[config.mk]
export PLATFORM = sky130hd
export DESIGN_NAME = sram_like_arbiter
export DESIGN_NICKNAME = d
export VERILOG_FILES = /design/src/rtl/sram_like_arbiter.sv
export SDC_FILE = /design/constraint.sdc
export NUM_CORES = 1
export LEC_CHECK = 0
export CAP_MARGIN = 10
export CORE_AREA = 2 2 119 121
export DETAILED_ROUTE_END_ITERATION = 10
export DIE_AREA = 0 0 121 123
export SYNTH_ARGS = -nofsm -noshare
export SYNTH_HDL_FRONTEND = slang
export SYNTH_SLANG_ARGS = --single-unit
[constraint.sdc]
create_clock -name clk -period 1.8 [get_ports clk]
set_input_delay 0.45 -clock clk [delete_from_list [all_inputs] [get_ports clk]]
set_output_delay 0.45 -clock clk [all_outputs]
set_load 0.02 [all_outputs]
[src/rtl/sram_like_arbiter.sv]
// Two-to-one arbiter sharing a single SRAM-like master port between an instruction
// port and a data port, with at most one transaction outstanding at any time.
module sram_like_arbiter #(
    parameter bit RR_EN = 1'b1
) (
    input  logic        clk,
    input  logic        rst,

    input  logic        i_req,
    input  logic        i_wr,
    input  logic [1:0]  i_size,
    input  logic [31:0] i_addr,
    input  logic [31:0] i_wdata,
    output logic [31:0] i_rdata,
    output logic        i_addr_ok,
    output logic        i_data_ok,

    input  logic        d_req,
    input  logic        d_wr,
    input  logic [1:0]  d_size,
    input  logic [31:0] d_addr,
    input  logic [31:0] d_wdata,
    output logic [31:0] d_rdata,
    output logic        d_addr_ok,
    output logic        d_data_ok,

    output logic        m_req,
    output logic        m_wr,
    output logic [1:0]  m_size,
    output logic [31:0] m_addr,
    output logic [31:0] m_wdata,
    input  logic [31:0] m_rdata,
    input  logic        m_addr_ok,
    input  logic        m_data_ok
);

    typedef enum logic {
        IDLE,
        WAIT
    } state_t;

    state_t state;
    state_t state_next;
    logic   owner;
    logic   last;
    logic   any_req;
    logic   sel_data;
    logic   accept;

    assign any_req = i_req | d_req;
    assign accept  = (state == IDLE) && any_req && m_addr_ok && !rst;

    // On contention the round-robin mode hands the grant to whichever port did not win last.
    always_comb begin
        sel_data = 1'b0;
        if (d_req && !i_req) begin
            sel_data = 1'b1;
        end else if (d_req && i_req) begin
            sel_data = RR_EN ? ~last : 1'b1;
        end
    end

    always_ff @(posedge clk) begin
        if (rst) begin
            state <= IDLE;
            owner <= 1'b0;
            last  <= 1'b1;
        end else begin
            state <= state_next;
            if (accept) begin
                owner <= sel_data;
                last  <= sel_data;
            end
        end
    end

    // Outputs are held quiet during reset so a response pending in WAIT is never forwarded.
    always_comb begin
        state_next = state;
        m_req      = 1'b0;
        m_wr       = 1'b0;
        m_size     = 2'b00;
        m_addr     = 32'h0;
        m_wdata    = 32'h0;
        i_addr_ok  = 1'b0;
        d_addr_ok  = 1'b0;
        i_data_ok  = 1'b0;
        d_data_ok  = 1'b0;
        if (!rst) begin
            case (state)
                IDLE: begin
                    if (any_req) begin
                        m_req = 1'b1;
                        if (sel_data) begin
                            m_wr      = d_wr;
                            m_size    = d_size;
                            m_addr    = d_addr;
                            m_wdata   = d_wdata;
                            d_addr_ok = m_addr_ok;
                        end else begin
                            m_wr      = i_wr;
                            m_size    = i_size;
                            m_addr    = i_addr;
                            m_wdata   = i_wdata;
                            i_addr_ok = m_addr_ok;
                        end
                        if (m_addr_ok) begin
                            state_next = WAIT;
                        end
                    end
                end
                WAIT: begin
                    if (m_data_ok) begin
                        i_data_ok  = ~owner;
                        d_data_ok  = owner;
                        state_next = IDLE;
                    end
                end
                default: state_next = IDLE;
            endcase
        end
    end

    assign i_rdata = m_rdata;
    assign d_rdata = m_rdata;

endmodule

; ---- Word level (Yosys, flattened, before mapping)
; Cells that the tools add are included.
; Widths: inputs -> output; s select.
[totals]
regBits = 3
in_bits = 172
output_inout_bits = 136
wordCells = 53
[classes]
mux = 39
bitwise_logic = 4
reduce_logical = 7
[op_table]
columns = operator, count
row1 = $mux 32, 8
row2 = $mux 1, 26
row3 = $mux 2, 4
row4 = $logic_and 1x1->1, 5
row5 = $not 1->1, 3
row6 = $logic_not 1->1, 2
row7 = $pmux 1 s2, 1
row8 = $or 1x1->1, 1

; ---- Depth between registers and ports, before layout
[depth]
word_depth = 7
mapped_depth = 6
depth_no_buf = 3

; ---- Worst setup path after synthesis
; Ideal clock, no wire load.
[synth_timing]
kind = input to output
startpoint = in d_req
endpoint = out d_addr_ok
arrival_ns = 1.403
required_time_ns = 1.350
slack_ns = -0.053
cell_stages = 5
path_buffers = 2
cell_sequence = o21ba_2 nand2b_1 buf_2 buf_6 nor3_1
[synth_via]
elab_chain_len = 7
elab_cells_between_ends = 9
cone_classes = mux: 6 / bitwise: 1 / reduce/logical: 2
[synth_lines]
columns = item, line_no
row1 = from (decl), 18  ; input logic d_req,
row2 = $logic_and 1x1->1, 58  ; end else if (d_req && i_req) begin
row3 = $mux 1, 58
row4 = $mux 1, 56  ; if (d_req && !i_req) begin
row5 = $mux 1, 94  ; if (sel_data) begin
row6 = $mux 1 *, 92  ; if (any_req) begin
row7 = $mux 1 *, 90  ; case (state)
row8 = $mux 1 *, 89  ; if (!rst) begin
row9 = to (decl), 24  ; output logic d_addr_ok,
; Mark *: on every way between the ends. The rest lies on a longest branch, timed or not.

; ---- Worst setup path in the final report
[layout_timing]
startpoint = in i_req
endpoint = out m_wdata[1]
[layout_via]
elab_chain_len = 7
elab_cells_between_ends = 10
cone_classes = mux: 6 / bitwise: 1 / reduce/logical: 3
[layout_lines]
columns = item, line_no
row1 = from (decl), 9  ; input logic i_req,
row2 = $logic_and 1x1->1 / $logic_not 1->1 (equally long branches), "58, 56"
row3 = $mux 1 / $logic_and 1x1->1 (equally long branches), "58, 56"
row4 = $mux 1, 56
row5 = $mux 32, 94
row6 = $mux 32 *, 92
row7 = $mux 32 *, 90
row8 = $mux 32 *, 89
row9 = to (decl), 31  ; output logic [31:0] m_wdata,
; Marked as above.

==> flow_metrics.env <==
export IMPL_status="complete, but fails checks"
export IMPL_failed_checks="setup timing"
export IMPL_clock_skew_final_ps=0.266
export IMPL_synthTopCellsByArea="nand2_1 (31%), buf_4 (30%), a21oi_1 (21%)"
export IMPL_clk_insertion_delay_late_ps=220
export IMPL_initial_core_util_pct=12.1
export IMPL_power_leakage_nw=2.22
export IMPL_crit_path_max_fanout=5
export IMPL_finalSetupViolations=68
export IMPL_finalHoldViolCount=0
export IMPL_synth_nets=483
export IMPL_synth_most_common_cell="nand2_1"
export IMPL_clk_pin_slew_ps=30
export IMPL_die_w_um=121
export IMPL_fin_nets=652
export IMPL_drc=0
export IMPL_async_flop_share_pct=0
export IMPL_antennaDiodeCount=0
export IMPL_gp_congestion=0.803
export IMPL_hold_path_class="reg2reg"
export IMPL_vias=2730
export IMPL_synth_top_cell_by_area="nand2_1"
export IMPL_routed_wirelength_um=12000
export IMPL_ys_ff_latch=3
export IMPL_netlist_area_leader_share_pct=30.7
export IMPL_vdd_drop_max_uv=708
export IMPL_grt_start_max_net_pins=32
export IMPL_postSynthAreaPerCell_um2=5.30
export IMPL_drtIter0Drc=106
export IMPL_die_area_mm2=0.0149
export IMPL_cp_end_kind="primary output"
export IMPL_yosysWarnings=0
export IMPL_period_needed_ps=1940
export IMPL_synth_seq_area_share_pct=3.64
export IMPL_hpwl_um=6470
export IMPL_grt_pass1_vias=2767
export IMPL_clock_fmax_ghz=0.515
export IMPL_synth_area_mm2=0.00165
export IMPL_grt_ovfl_total=0
export IMPL_die_h_um=123
export IMPL_relSlewSlack_pct=88.3
export IMPL_cap_violations=0
export IMPL_crit_arrival_ps=1490
export IMPL_timing_final_crit_share_pct=108
export IMPL_grt_total_usage_pct=13.9
export IMPL_pre_cts_ws_ps=-1030
export IMPL_numPortBuffers=211
export IMPL_htreeDepth=1
export IMPL_synth_cells=311
export IMPL_drtPass1Iterations=4
export IMPL_ctsHoldBuffers=0
export IMPL_synth_edf_count=0
export IMPL_antenna_found_initial=0
export IMPL_rows=43
export IMPL_ant_nets=0
export IMPL_dpl_cell_count=625
export IMPL_syn2layout_area_growth_pct=210
export IMPL_start_kind="input port"
export IMPL_finalWorstSetupSlack_ps=-143
export IMPL_grt_pass1_wl_um=15900
export IMPL_synth_top_flop_cell="dfxtp_1"
export IMPL_worstPathRequired_ps=1350
export IMPL_clock_path_buffers=2
export IMPL_worstSetupPathType="in2out"
export IMPL_slew_violations=0
export IMPL_tightest_slew_ps=174
export IMPL_synth_cell_type_count=19
export IMPL_clockRootBuffer="clkbuf_16"
export IMPL_routedWlPerCell_um=18.2
export IMPL_fp_coreArea_mm2=0.0136
export IMPL_cts_buffers_inserted=3
export IMPL_drt_vias_per_instance=4.14
export IMPL_rsz0062_at_grt="yes"
export IMPL_fin_util_pct=37.5
export IMPL_drive_gt1_share_pct=54.7
export IMPL_final_cells=659
export IMPL_boundaryPins=308
export IMPL_synth_commonest_cells="nand2_1 (135), a21oi_1 (69), buf_4 (65)"
export IMPL_power_density_mw_per_mm2=386
export IMPL_clock_sinks=3
export IMPL_cts_tree="done"
[logic make-up after synthesis]
kind of cell	Yosys count	share of synthesized area [%]
flops	3	3.64
buf+inv	89	38.6
simple gates	144	33.8
compound gates	75	23.9
[state kept, by name, summed over array words and instances (netlist names)]
register,count
state,1
last,1
owner,1
[worst max-delay path, stage by stage]
cell	delay [ps]
buf_6	110
a21boi_4	190
buf_6	140
buf_6	130
buf_16	140
nand2_2	60
a21oi_2	120
buf_4	150
[per-stage QoR]
stage / hold WS, ps / area (um^2) / TNS, ps / total power, mW
2_1_floorplan: 456 / 1720 / -105 / 0.695
3_3_place_gp: 479 / 3600 / -66760 / 1.06
3_5_place_dp: 487 / 3600 / -68650 / 1.07
4_1_cts: 491 / 4800 / -10250 / 1.88
5_1_grt: 529 / 5110 / -11350 / 2.06
6_report: 501 / 5110 / -7360 / 1.97
[metal layers]
metal  track usage (%)  vias to the layer above  wire [um]
li1                  -                     1273          -
met1              17.0                     1277       4600
met2              24.6                      146       6160
met3              2.72                       34        948
met4              4.29                        0        299
met5                 0                        -          0
[where the power goes]
group	internal, mW	switching, mW
clock	0.292	0.0565
sequential	0.0722	0.00539
combinational	0.827	0.719
[final timing paths]
kind	depth (start not counted)	slack (ps)	from	endpoint
max	8	-140	i_req	m_wdata[1]
min	2	500	owner	owner
max reg2reg	5	640	last	owner
min reg2reg	2	500	owner	owner
[layout by cell type, fill, tap and decap left out, types with 2 or more instances in the layout]
cell type,netlist,routed
a21oi_1,69,2
buf_2,17,2
clkdlybuf4s50_1,0,135
nand2_2,0,18
buf_4,65,28
buf_16,0,11
a21oi_2,0,44
buf_6,5,55
o21ai_0,2,2
nand2_4,0,50
clkbuf_16,0,7
buf_12,0,13
nand2_1,135,67
a21oi_4,0,23
[area by class of cell]
type / instances / area, um^2
Sequential cell: 3 / 65.1
Fill cell: 1354 / 8500
Inverter: 2 / 7.51
Clock buffer: 4 / 78.8
Tap cell: 180 / 225
Multi-Input combinational cell: 219 / 1850
Timing Repair Buffer: 251 / 2890
[repair_timing]
| action | in CTS | in global routing |
|---|---|---|
| endpoints found under the hold margin | 0 | 0 |
| endpoints found under the setup margin | 72 | 70 |
| buffers inserted | 16 | 1 |
| pin swaps | 67 | 74 |
| resized for setup | 559 | 96 |
| gates cloned | 17 | 4 |
Note: power is estimated with default switching activity, not from simulation.
